<file path="src/rtl/axi_err_slave.sv">
// AXI4 terminating responder: every write and read is completed with a fixed error response.
// The write and read channels run independent FSMs, with one transaction outstanding per direction.
module axi_err_slave #(
  parameter int unsigned AXI_DATA_WIDTH = 64,
  parameter int unsigned AXI_ID_WIDTH   = 6,
  parameter int unsigned AXI_USER_WIDTH = 6,
  parameter logic [1:0]  RESP           = 2'b11,
  parameter logic [63:0] RDATA          = 64'hBADC0FFE
) (
  input  logic                      clk_i,
  input  logic                      rst_i,
  // write address
  input  logic                      aw_valid_i,
  input  logic [AXI_ID_WIDTH-1:0]   aw_id_i,
  input  logic [AXI_USER_WIDTH-1:0] aw_user_i,
  output logic                      aw_ready_o,
  // write data
  input  logic                      w_valid_i,
  input  logic                      w_last_i,
  output logic                      w_ready_o,
  // write response
  output logic                      b_valid_o,
  output logic [1:0]                b_resp_o,
  output logic [AXI_ID_WIDTH-1:0]   b_id_o,
  output logic [AXI_USER_WIDTH-1:0] b_user_o,
  input  logic                      b_ready_i,
  // read address
  input  logic                      ar_valid_i,
  input  logic [AXI_ID_WIDTH-1:0]   ar_id_i,
  input  logic [7:0]                ar_len_i,
  input  logic [AXI_USER_WIDTH-1:0] ar_user_i,
  output logic                      ar_ready_o,
  // read data
  output logic                      r_valid_o,
  output logic [AXI_DATA_WIDTH-1:0] r_data_o,
  output logic [1:0]                r_resp_o,
  output logic                      r_last_o,
  output logic [AXI_ID_WIDTH-1:0]   r_id_o,
  output logic [AXI_USER_WIDTH-1:0] r_user_o,
  input  logic                      r_ready_i
);

  localparam logic [AXI_DATA_WIDTH-1:0] RDataExt = AXI_DATA_WIDTH'(RDATA);

  typedef enum logic [1:0] {WIdle, WData, WResp} w_state_e;
  typedef enum logic {RIdle, RData} r_state_e;

  w_state_e                  w_state_q, w_state_d;
  r_state_e                  r_state_q, r_state_d;
  logic [AXI_ID_WIDTH-1:0]   b_id_q, b_id_d, r_id_q, r_id_d;
  logic [AXI_USER_WIDTH-1:0] b_user_q, b_user_d, r_user_q, r_user_d;
  logic [7:0]                len_q, len_d, cnt_q, cnt_d;

  always_ff @(posedge clk_i or posedge rst_i) begin
    if (rst_i) begin
      w_state_q <= WIdle;
      r_state_q <= RIdle;
      b_id_q    <= '0;
      b_user_q  <= '0;
      r_id_q    <= '0;
      r_user_q  <= '0;
      len_q     <= '0;
      cnt_q     <= '0;
    end else begin
      w_state_q <= w_state_d;
      r_state_q <= r_state_d;
      b_id_q    <= b_id_d;
      b_user_q  <= b_user_d;
      r_id_q    <= r_id_d;
      r_user_q  <= r_user_d;
      len_q     <= len_d;
      cnt_q     <= cnt_d;
    end
  end

  // W beats are only accepted after AW, so early data stalls instead of being lost
  always_comb begin
    w_state_d  = w_state_q;
    b_id_d     = b_id_q;
    b_user_d   = b_user_q;
    aw_ready_o = 1'b0;
    w_ready_o  = 1'b0;
    b_valid_o  = 1'b0;
    case (w_state_q)
      WIdle: begin
        aw_ready_o = 1'b1;
        if (aw_valid_i) begin
          b_id_d    = aw_id_i;
          b_user_d  = aw_user_i;
          w_state_d = WData;
        end
      end
      WData: begin
        w_ready_o = 1'b1;
        if (w_valid_i && w_last_i) w_state_d = WResp;
      end
      WResp: begin
        b_valid_o = 1'b1;
        if (b_ready_i) w_state_d = WIdle;
      end
      default: w_state_d = WIdle;
    endcase
  end

  always_comb begin
    r_state_d  = r_state_q;
    r_id_d     = r_id_q;
    r_user_d   = r_user_q;
    len_d      = len_q;
    cnt_d      = cnt_q;
    ar_ready_o = 1'b0;
    r_valid_o  = 1'b0;
    r_last_o   = 1'b0;
    case (r_state_q)
      RIdle: begin
        ar_ready_o = 1'b1;
        if (ar_valid_i) begin
          r_id_d    = ar_id_i;
          r_user_d  = ar_user_i;
          len_d     = ar_len_i;
          cnt_d     = '0;
          r_state_d = RData;
        end
      end
      RData: begin
        r_valid_o = 1'b1;
        r_last_o  = (cnt_q == len_q);
        // The counter stops at len, so a 256-beat burst never wraps it
        if (r_ready_i) begin
          if (r_last_o) r_state_d = RIdle;
          else          cnt_d     = cnt_q + 8'd1;
        end
      end
      default: r_state_d = RIdle;
    endcase
  end

  assign b_resp_o = RESP;
  assign b_id_o   = b_id_q;
  assign b_user_o = b_user_q;
  assign r_data_o = RDataExt;
  assign r_resp_o = RESP;
  assign r_id_o   = r_id_q;
  assign r_user_o = r_user_q;

endmodule

</file>
<file path="config.mk">
export PLATFORM = sky130hd
export DESIGN_NAME = axi_err_slave
export DESIGN_NICKNAME = d
export VERILOG_FILES = /design/src/rtl/axi_err_slave.sv
export SDC_FILE = /design/constraint.sdc
export NUM_CORES = 1
export LEC_CHECK = 0
export CAP_MARGIN = 0
export CORE_UTILIZATION = 39
export CTS_CLUSTER_DIAMETER = 120
export DETAILED_ROUTE_END_ITERATION = 16
export GPL_TIMING_DRIVEN = 0
export PLACE_DENSITY = 0.84
export SKIP_CTS_REPAIR_TIMING = 1
export SLEW_MARGIN = 10
export SYNTH_ARGS = -nofsm -noshare
export SYNTH_HDL_FRONTEND = slang
export SYNTH_SLANG_ARGS = --single-unit
</file>
<file path="constraint.sdc">
create_clock -name clk_i -period 2.1 [get_ports clk_i]
set_input_delay 0.21 -clock clk_i [delete_from_list [all_inputs] [get_ports clk_i]]
set_output_delay 0.21 -clock clk_i [all_outputs]
set_load 0.05 [all_outputs]
</file>
==> results.sh <==
export IMPL_tns_ns=0
export IMPL_pin_count=138
export IMPL_gp_congestion=0.862
export IMPL_max_freq_mhz=493
export IMPL_clockBufferDepth=2
export IMPL_port_buffers=69
export IMPL_dpl_instance_area_mm2=0.00360
export IMPL_async_flop_share_pct=100
export IMPL_fp_dieH_um=82.8
export IMPL_cts_sinks=43
export IMPL_die_area_mm2=0.00685
export IMPL_synthCells=228
export IMPL_finalCriticalPeriod_ns=2.03
export IMPL_rows=29
export IMPL_root_buffer="clkbuf_8"
export IMPL_end_kind="output pin"
export IMPL_design_area_mm2=0.00373
export IMPL_arrival_ns=1.82
export IMPL_routed_via_density=4.24
export IMPL_reg2reg_from="cnt_q[3]"
export IMPL_first_iter_violations=44
export IMPL_grtUsageTotal_pct=14.5
export IMPL_dp_cells=441
export IMPL_synthFlopType="dfrtp_1"
export IMPL_power_density_mw_per_mm2=1360
export IMPL_via_count=1916
export IMPL_critPathMaxFanout=5
export IMPL_maxSlewHeadroom_pct=65.1
export IMPL_drcViolationCount=0
export IMPL_h_tree_depth=2
export IMPL_skew_ns=0.00281
export IMPL_clk_insertion_delay_late_ns=0.30
export IMPL_hold_viol_final=0
export IMPL_endpoint="r_last_o"
export IMPL_worstReg2RegEnd="cnt_q[4]"
export IMPL_timing_final_crit_share_pct=96.7
export IMPL_hold_class="input port to async pin"
export IMPL_vdd_ir_drop_max_v=0.00104
export IMPL_num_nets_final=415
export IMPL_synth_edf_count=0
export IMPL_synth_distinct_cells=40
export IMPL_worstSetupPathType="flip-flop to output pin"
export IMPL_tightest_slew_ns=0.522
export IMPL_yosysWarnings=0
export IMPL_grt_pass1_vias=1631
export IMPL_synthesis_area_mm2=0.00254
export IMPL_numCtsBuffers=5
export IMPL_finalSetupViolCount=0
export IMPL_dr_pass1_iters=4
export IMPL_status="finished, final reports clean"
export IMPL_drtAntennaViolNets=0
export IMPL_die_width_um=82.8
export IMPL_final_util_pct=59.0
export IMPL_rr_worst_depth=6
export IMPL_drive_above_1_share_pct=33.9
export IMPL_antenna_cells=0
export IMPL_dp_hpwl_mm=3.92
export IMPL_tritoncts="built"
export IMPL_worstPathRequired_ns=1.89
export IMPL_synth_top_cell_by_area="dfrtp_1"
export IMPL_ys_seq_area_share_pct=42.3
export IMPL_grt_start_max_net_pins=30
export IMPL_met1_length_mm=1.97
export IMPL_synth_top_area_share_pct=42.3
export IMPL_fp_coreArea_mm2=0.00631
export IMPL_ys_ff_latch=43
export IMPL_antenna_found_initial=0
export IMPL_syn_area_per_cell_um2=11.2
export IMPL_wl_met3_um=585
export IMPL_instances_no_fill=452
export IMPL_routed_wl_mm=5.09
export IMPL_syn_to_final_growth_pct=46.5
export IMPL_crit_path_start_kind="flip-flop"
export IMPL_initial_core_util_pct=40.3
export IMPL_wl_per_cell_um=11.3
export IMPL_p_leak_nw=1.80
export IMPL_grt_pass1_wl_mm=7.41
export IMPL_final_max_slew_violation_count=0
export IMPL_overflow=0
export IMPL_cap_violations=0
export IMPL_top_layer="met4"
export IMPL_clkTransAtPathRegs_ns=0.08
export IMPL_yosys_top_cells_area="dfrtp_1, buf_4, mux2_2, mux2_1, xor2_1"
export IMPL_crit_start="cnt_q[3]"
export IMPL_wl_met2_mm=2.48
export IMPL_r2r_slack_ns=0.37
-- cell usage in the layout, fill, tap and decap left out, types with 4 or more instances in the layout --
cell type and instances:
mux2_1 6, clkdlybuf4s50_1 67, nand2_1 6, dfrtp_1 41, mux2_2 26, clkbuf_8 6, nand3_1 7, buf_4 72
a21oi_1 5, buf_2 4, xor2_1 7, nand4_1 6, conb_1 68
-- worst min-delay path by stage --
stage | start | end | slack (ns)
6_report | rst_i | r_id_o[5] | 0.19
4_1_cts | rst_i | r_id_o[5] | 0.19
5_1_grt | rst_i | r_user_o[5] | 0.23
3_3_place_gp | b_id_o[1] | b_id_o[1] | 0.47
2_1_floorplan | r_ready_i | r_state_q | 0.30
3_5_place_dp | b_user_o[4] | b_user_o[4] | 0.48
-- cell families after synthesis --
| family | after synthesis | synth area share [%] |
|---|---|---|
| buffers and inverters | 82 | 23.1 |
| flip-flops | 43 | 42.3 |
| AND/OR/NAND/NOR | 35 | 8.95 |
| multiplexers | 32 | 14.2 |
| AO/OA/AOI/OAI | 25 | 7.67 |
| XOR/XNOR | 8 | 3.05 |
| other | 2 | 0.295 |
| adder cells (fa/ha/maj) | 1 | 0.492 |
-- flip-flops by register name, indices dropped and copies added (netlist names) --
signal,cells
b_id_o,6
cnt_q,8
b_user_o,6
r_state_q,1
len_q,8
r_user_o,6
r_id_o,6
w_state_q,2
-- final cells by class --
cell class / count / area (um^2)
Buffer: 77 / 568
Sequential cell: 43 / 1080
Tap cell: 77 / 96.3
Fill cell: 530 / 2590
Inverter: 5 / 18.8
Multi-Input combinational cell: 169 / 1130
Timing Repair Buffer: 73 / 737
Clock buffer: 6 / 82.6
Clock inverter: 2 / 16.3
-- per-stage QoR --
| step | hold WS (ns) | power (W) | setup WS, ns |
|---|---|---|---|
| floorplan | 0.297 | 0.00364 | 0.0612 |
| global placement | 0.465 | 0.00438 | -0.310 |
| detailed placement | 0.477 | 0.00445 | -0.307 |
| CTS | 0.194 | 0.00504 | -0.661 |
| global route | 0.227 | 0.00534 | -0.00575 |
| finish | 0.192 | 0.00506 | 0.0699 |
-- per-layer routing --
layer  vias to the layer above  GRT usage (%)
li1                        937              -
met1                       870           17.2
met2                       105           24.3
met3                         4           5.71
met4                         0           4.14
met5                         -              0
-- cell usage after synthesis, types with 3 or more instances --
library cell and instances:
nand4_1 6, mux2_1 6, a21oi_1 5, buf_2 4
o21ai_0 3, inv_1 4, dfrtp_1 43, nand3_1 7
mux2_2 26, nand2_1 6, nor2_1 3, nor2b_1 3
buf_4 69, xor2_1 7
-- power by group --
part	internal (W)	total, W	leakage (nW)	switching, W
Sequential	0.00123	0.00151	0.512	0.000283
Combinational	0.00113	0.00298	1.24	0.00185
Clock	0.000269	0.000571	0.0474	0.000303
-- critical path: stages (launching register included) --
cell	delay, ns
dfrtp_2	0.45
xor2_1	0.19
nor4_4	0.42
nand3_2	0.16
clkinv_1	0.12
buf_6	0.16
(Power assumes the default switching activity.)
